<file path="src/rtl/rr_mux_buf_pkg.sv">
// Shared definitions for the round-robin / explicit-select output-buffered mux.
package mux_pkg;

   typedef enum logic {
      MODE_SEL = 1'b0,
      MODE_RR  = 1'b1
   } mux_mode_t;

   // Pointer increment that wraps to zero after the last channel.
   function automatic int ptr_inc(input int idx, input int n);
      return (idx >= n - 1) ? 0 : idx + 1;
   endfunction

endpackage

</file>
<file path="src/rtl/rr_mux_buf_rr_pick.sv">
// Rotating priority encoder: first requester at or after ptr, wrapping modulo N_CH.
module rr_pick #(
   parameter int N_CH  = 16,
   parameter int SEL_W = 4
) (
   input  logic [N_CH-1:0]  req,
   input  logic [SEL_W-1:0] ptr,
   output logic [SEL_W-1:0] gnt_idx,
   output logic             gnt_vld
);

   // Scan from the farthest offset back to ptr so the nearest requester is written last and wins.
   always_comb begin
      logic [SEL_W-1:0] idx;
      gnt_idx = '0;
      gnt_vld = 1'b0;
      for (int k = N_CH - 1; k >= 0; k--) begin
         idx = SEL_W'((32'(ptr) + k) % N_CH);
         if (req[idx]) begin
            gnt_vld = 1'b1;
            gnt_idx = idx;
         end
      end
   end

endmodule

</file>
<file path="src/rtl/rr_mux_buf.sv">
// N-channel mux with a single registered, valid/ready output stage and a
// choice of explicit-select or round-robin arbitration.
module rr_mux_buf
   import mux_pkg::*;
#(
   parameter  int N_CH  = 16,
   parameter  int W     = 3,
   localparam int SEL_W = $clog2(N_CH)
) (
   input  logic              clk,
   input  logic              rst,
   input  logic              mode,
   input  logic [SEL_W-1:0]  sel,
   input  logic [N_CH-1:0]   in_valid,
   input  logic [N_CH*W-1:0] in_data,
   output logic [N_CH-1:0]   in_ready,
   output logic              out_valid,
   output logic [W-1:0]      out_data,
   output logic [SEL_W-1:0]  out_ch,
   input  logic              out_ready
);

   mux_mode_t        mode_m;
   logic             sel_ok;
   logic [SEL_W-1:0] sel_idx;
   logic [SEL_W-1:0] rr_idx;
   logic             rr_vld;
   logic [SEL_W-1:0] grant;
   logic             grant_vld;
   logic             can_load;
   logic             load;
   logic [W-1:0]     ch_data [N_CH];

   logic             out_valid_q, out_valid_d;
   logic [W-1:0]     out_data_q,  out_data_d;
   logic [SEL_W-1:0] out_ch_q,    out_ch_d;
   logic [SEL_W-1:0] rr_ptr_q,    rr_ptr_d;

   assign mode_m = mux_mode_t'(mode);

   // An out-of-range select is steered to channel 0 for the lookup but never grants.
   assign sel_ok  = (32'(sel) < N_CH);
   assign sel_idx = sel_ok ? sel : '0;

   rr_pick #(
      .N_CH  (N_CH),
      .SEL_W (SEL_W)
   ) u_pick (
      .req     (in_valid),
      .ptr     (rr_ptr_q),
      .gnt_idx (rr_idx),
      .gnt_vld (rr_vld)
   );

   // Choose the winning channel according to the current mode.
   always_comb begin
      grant     = '0;
      grant_vld = 1'b0;
      if (mode_m == MODE_SEL) begin
         grant     = sel_idx;
         grant_vld = sel_ok && in_valid[sel_idx];
      end else begin
         grant     = rr_idx;
         grant_vld = rr_vld;
      end
   end

   // A word may enter whenever the register is empty or being drained this cycle.
   assign can_load = !out_valid_q || out_ready;
   assign load     = !rst && grant_vld && can_load;

   generate
      for (genvar gi = 0; gi < N_CH; gi++) begin : g_ch
         assign ch_data[gi]  = in_data[gi*W +: W];
         assign in_ready[gi] = load && (grant == SEL_W'(gi));
      end
   endgenerate

   // Next state of the output register and the round-robin pointer.
   always_comb begin
      out_valid_d = out_valid_q;
      out_data_d  = out_data_q;
      out_ch_d    = out_ch_q;
      rr_ptr_d    = rr_ptr_q;
      if (load) begin
         out_valid_d = 1'b1;
         out_data_d  = ch_data[grant];
         out_ch_d    = grant;
         if (mode_m == MODE_RR) begin
            rr_ptr_d = SEL_W'(ptr_inc(32'(grant), N_CH));
         end
      end else if (out_valid_q && out_ready) begin
         out_valid_d = 1'b0;
      end
   end

   // State registers with synchronous reset.
   always_ff @(posedge clk) begin
      if (rst) begin
         out_valid_q <= 1'b0;
         out_data_q  <= '0;
         out_ch_q    <= '0;
         rr_ptr_q    <= '0;
      end else begin
         out_valid_q <= out_valid_d;
         out_data_q  <= out_data_d;
         out_ch_q    <= out_ch_d;
         rr_ptr_q    <= rr_ptr_d;
      end
   end

   assign out_valid = out_valid_q;
   assign out_data  = out_data_q;
   assign out_ch    = out_ch_q;

endmodule

</file>
<file path="config.mk">
export PLATFORM = sky130hd
export DESIGN_NAME = rr_mux_buf
export DESIGN_NICKNAME = d
export VERILOG_FILES = /design/src/rtl/rr_mux_buf_pkg.sv /design/src/rtl/rr_mux_buf_rr_pick.sv /design/src/rtl/rr_mux_buf.sv
export SDC_FILE = /design/constraint.sdc
export NUM_CORES = 1
export LEC_CHECK = 0
export CORE_MARGIN = 4
export CORE_UTILIZATION = 55
export DETAILED_ROUTE_END_ITERATION = 6
export DONT_BUFFER_PORTS = 1
export GPL_TIMING_DRIVEN = 0
export PLACE_DENSITY = 0.8
export SETUP_SLACK_MARGIN = 0.1
export SLEW_MARGIN = 20
export SYNTH_ARGS = -nofsm -noshare
export SYNTH_HDL_FRONTEND = slang
export SYNTH_SLANG_ARGS = --single-unit
export TNS_END_PERCENT = 30
</file>
<file path="constraint.sdc">
create_clock -name clk -period 5.5 [get_ports clk]
set_input_delay 1.1 -clock clk [delete_from_list [all_inputs] [get_ports clk]]
set_output_delay 1.1 -clock clk [all_outputs]
set_load 0.02 [all_outputs]
</file>
==> results by stage <==
Route:
- In this run, the number of DRC markers left after iteration 0 of detailed routing was 947.
- The number of detailed-route iterations in the first pass is 7.
- The total detailed-routing wirelength is 17350 um.
- After detailed routing, the average wire length per cell comes to 31.96 um.
- The residual antenna-violating net count after detailed routing is 0.
- After detailed routing, the number of remaining DRC violations is slightly below 200.
- The total number of vias is about 4700.
- The detail-routed via count per cell is ~8.7.

Cells and area:
- The total non-filler cell area in the finished layout is 4775 um2.
- Of the cells placed in the final design, the portion with a size suffix greater than 1 is 0.3948.
- The number of fill cells is ~350.
- The storage element area is 251.5 um2.
- The layout overhead on the synthesized area is 29.14%.
- The number of diodes is 0.
- For this run, the post-layout net count is 550.
- In the final layout, the multi-input gates occupy roughly 3700 um2.

Setup path:
- The worst setup path is of the reg2out kind.
- The critical-path maximum fanout is 8.
- The worst register-to-register path has a depth of 20.
- The critical path data required time is roughly 4400 ps.
- The startpoint of the worst register-to-register path is rr_ptr_q[0].
- Data on the critical path arrives at its endpoint at 4530 ps.
- The destination of the worst register-to-register timing path is out_data[2].
- Following the worst setup path forward leads to its endpoint at in_ready[5].
- The critical path startpoint category is a flop.
- The timing startpoint of the critical path is rr_ptr_q[0].
- The worst setup path is captured at an output pin.
- In this run the register-to-register setup slack is 530 ps.

Floorplanning:
- The floorplan step set the die height to 89.99 um.
- The die footprint is between 8000 and 9000 um2.
- The floorplan has 29 rows.
- The initial utilization of the core area, before any placement, comes to 0.5757.
- The floorplan core area is 6422 um2.
- The top-level port count is 96.
- The horizontal die dimension is 89.99 um.

Power and ir drop:
- Total power for the finished layout comes to 1.306 mW.
- The worst supply voltage drop on vdd is 0.1957 mV.
- The power density over cell area is 273.5 nW/um2.
- The static leakage is 1.787 nW.

STA:
- The worst pin sits at a relative slew slack of 0.4565.
- Setup repair after global routing could not meet its margin everywhere.
- The setup skew after layout is 8.882 ps.
- The final hold violation count was 0.
- Setup violations remaining at the end of the flow were counted as 15.
- The max-slew violation total from the final report is 0.
- Timing would allow up to 0.1776 GHz.
- The final critical-path share of the clock period is 1.024.
- After layout, the worst setup slack is -131.2 ps.
- The final critical delay including setup and external delays is around 5600 ps.
- For the final routed database, the setup TNS stands at -1201 ps.
- For the pin with the worst max-slew slack, the measured transition is 815.2 ps.

Global routing:
- The number of antenna violations at the first check in global routing was 0.
- The number of global-route vias before repair is 4064.
- For this run the aggregate overflow at the end of global routing stands at 0.
- The global routing usage summed across all routing layers is 0.3174.
- The pin count of the biggest net entering global routing is 13.
- The first global-routing pass estimated 20960 um of wire.

Logic synthesis:
- The top-area cell type share of the netlist area is 0.2010.
- By instance count, the leading cell after synthesis is mux2i_1.
- The commonest cells after synthesis are 62 x mux2i_1, 39 x nor2_1, 33 x mux4_2.
- The cell taking the most area after synthesis is mux4_2.
- Summing every instance area after synthesis gives approximately 3700 um2.
- Each instance of the synthesized netlist takes up on average 8.761 um2.
- The proportion of register bits with asynchronous set or reset after synthesis is 0.
- For this run, the register share of the synthesized area comes to 0.06497.
- Counting flops and latches in the post-synthesis netlist gives 12.
- The cell count after synthesis came out at 422.
- Among all flip-flop cells after synthesis, the most frequent one is dfxtp_1.
- For this run, the number of Yosys warnings is 0.
- The netlist uses 72 different library cells.
- By area the synthesized netlist is led by mux4_2 20%, mux2i_1 17%, dfxtp_1 6.5%.
- The synthesized design contains 0 enable-type register cells.
- Synthesis produced a netlist with a net count of 505.

Outcome:
- The run finished, with violations left.
- The final reports fail on DRC, setup timing.

Clock network:
- TritonCTS built the clock tree.
- The number of buffers created by CTS is 3.
- For the worst-skew pair, the clock arrives at the later sink with an insertion delay of roughly 250 ps.
- The clock net sink count is 12.
- The clock passes through at most 2 buffers.
- The clock root buffer is clkbuf_8.
- The level count of the clock H-tree is 1.
- The clock transition at the registers of the reported paths is ~70 ps.

Min path:
- The worst hold path begins at out_ch[3].
- The type of the most critical hold path is reg2reg.

Place:
- The final estimated routing congestion in global placement is roughly 1.
- After legalization and detailed placement, the total HPWL measured 9164 um.
- Input and output buffers added on the ports amount to 0.
- The standard cell area after detailed placement is approximately 3800 um2.
- Timing analysis after detailed placement gives a worst setup slack of -774.9 ps.

Run:
- Max-cap violations in this run came to 0.
## area by class of cell
cell class,count,area share
clock buffer,4,0.01153
timing repair buffer,40,0.06656
sequential,12,0.05267
tap,77,0.02018
inverter,15,0.01651
buffer,27,0.04953
multi-input combinational,368,0.7830
## metal layers
| metal | share of wire | GRT usage | vias up |
|---|---|---|---|
| li1 | - | - | 1764 |
| met1 | 0.31 | 0.3787 | 2088 |
| met2 | 0.44 | 0.5219 | 652 |
| met3 | 0.16 | 0.09683 | 216 |
| met4 | 0.097 | 0.1543 | 0 |
| met5 | 0 | 0 | - |
## how the worst min path moves through the flow
| stage | slack (ps) | endpoint | cells past startpoint |
|---|---|---|---|
| CTS | 600 | out_ch[3] | 2 |
| finish | 620 | out_ch[3] | 2 |
| global route | 640 | out_ch[3] | 2 |
| floorplan | 570 | out_data[1] | 2 |
| detailed placement | 590 | out_ch[2] | 2 |
| global placement | 590 | out_ch[3] | 2 |
## state kept, by name (all words and copies together), names as in the netlist
signal	flops
out_data	3
out_ch	4
out_valid	1
rr_ptr_q	4
## timing repair
item,4_1_cts,5_1_grt
resized for setup,95,33
gates cloned,0,1
endpoints found under the hold margin,0,0
endpoints found under the setup margin,16,16
pin swaps,10,18
hold buffers,0,0
setup buffers,18,21
## metrics by stage
step	instances	hold WS, ps	utilization
after global placement	499	591.8	0.5907
after global routing	543	641.5	0.7434
final	543	615.3	0.7434
after detailed placement	499	589.9	0.5907
after CTS	521	602.4	0.6895
after floorplan	422	568.7	-
## power by group
| part | leakage [nW] | internal, mW | switching [mW] |
|---|---|---|---|
| clock | 0.0288 | 0.0636 | 0.0406 |
| sequential | 0.101 | 0.0965 | 0.0202 |
| combinational | 1.66 | 0.466 | 0.619 |
## layout by cell type (no fill, tap or decap), drive strengths merged, types with 6 or more instances in the layout
cell type / count
o22ai: 10
a21oi: 14
o21ai: 20
a211oi: 12
dfxtp: 12
ha: 11
inv: 13
nor3: 16
mux2: 17
xnor2: 9
nand2: 32
buf: 55
mux4: 35
o2111ai: 6
mux2i: 64
nand3: 8
clkbuf: 16
nor2: 39
## critical path, stage by stage (launching register included)
cell        delay, ps
dfxtp_4           370
buf_12            110
buf_12            110
clkinvlp_4        110
ha_4              320
buf_8             130
mux4_2            420
buf_4             200
mux4_2            610
nor3_1            280
a21oi_1           130
o41ai_2           380
nand2_1           220
o21ai_4           140
buf_4             170
ha_4              140
nand2_4            90
nor3_4            320
## cell families (layout without fill, tap and decap cells)
| family | Yosys count | count (layout) | synth area share |
|---|---|---|---|
| DFF | 12 | 12 | 0.06497 |
| buffers and inverters | 42 | 86 | 0.05753 |
| AOI/OAI and AO/OA | 100 | 100 | 0.1915 |
| muxes | 116 | 116 | 0.4423 |
| adders and majority gates | 11 | 11 | 0.03722 |
| and+or+nand+nor | 130 | 130 | 0.1702 |
| xor gates and xnor gates | 11 | 11 | 0.03621 |
No activity file was read; power rests on OpenSTA's default activity.
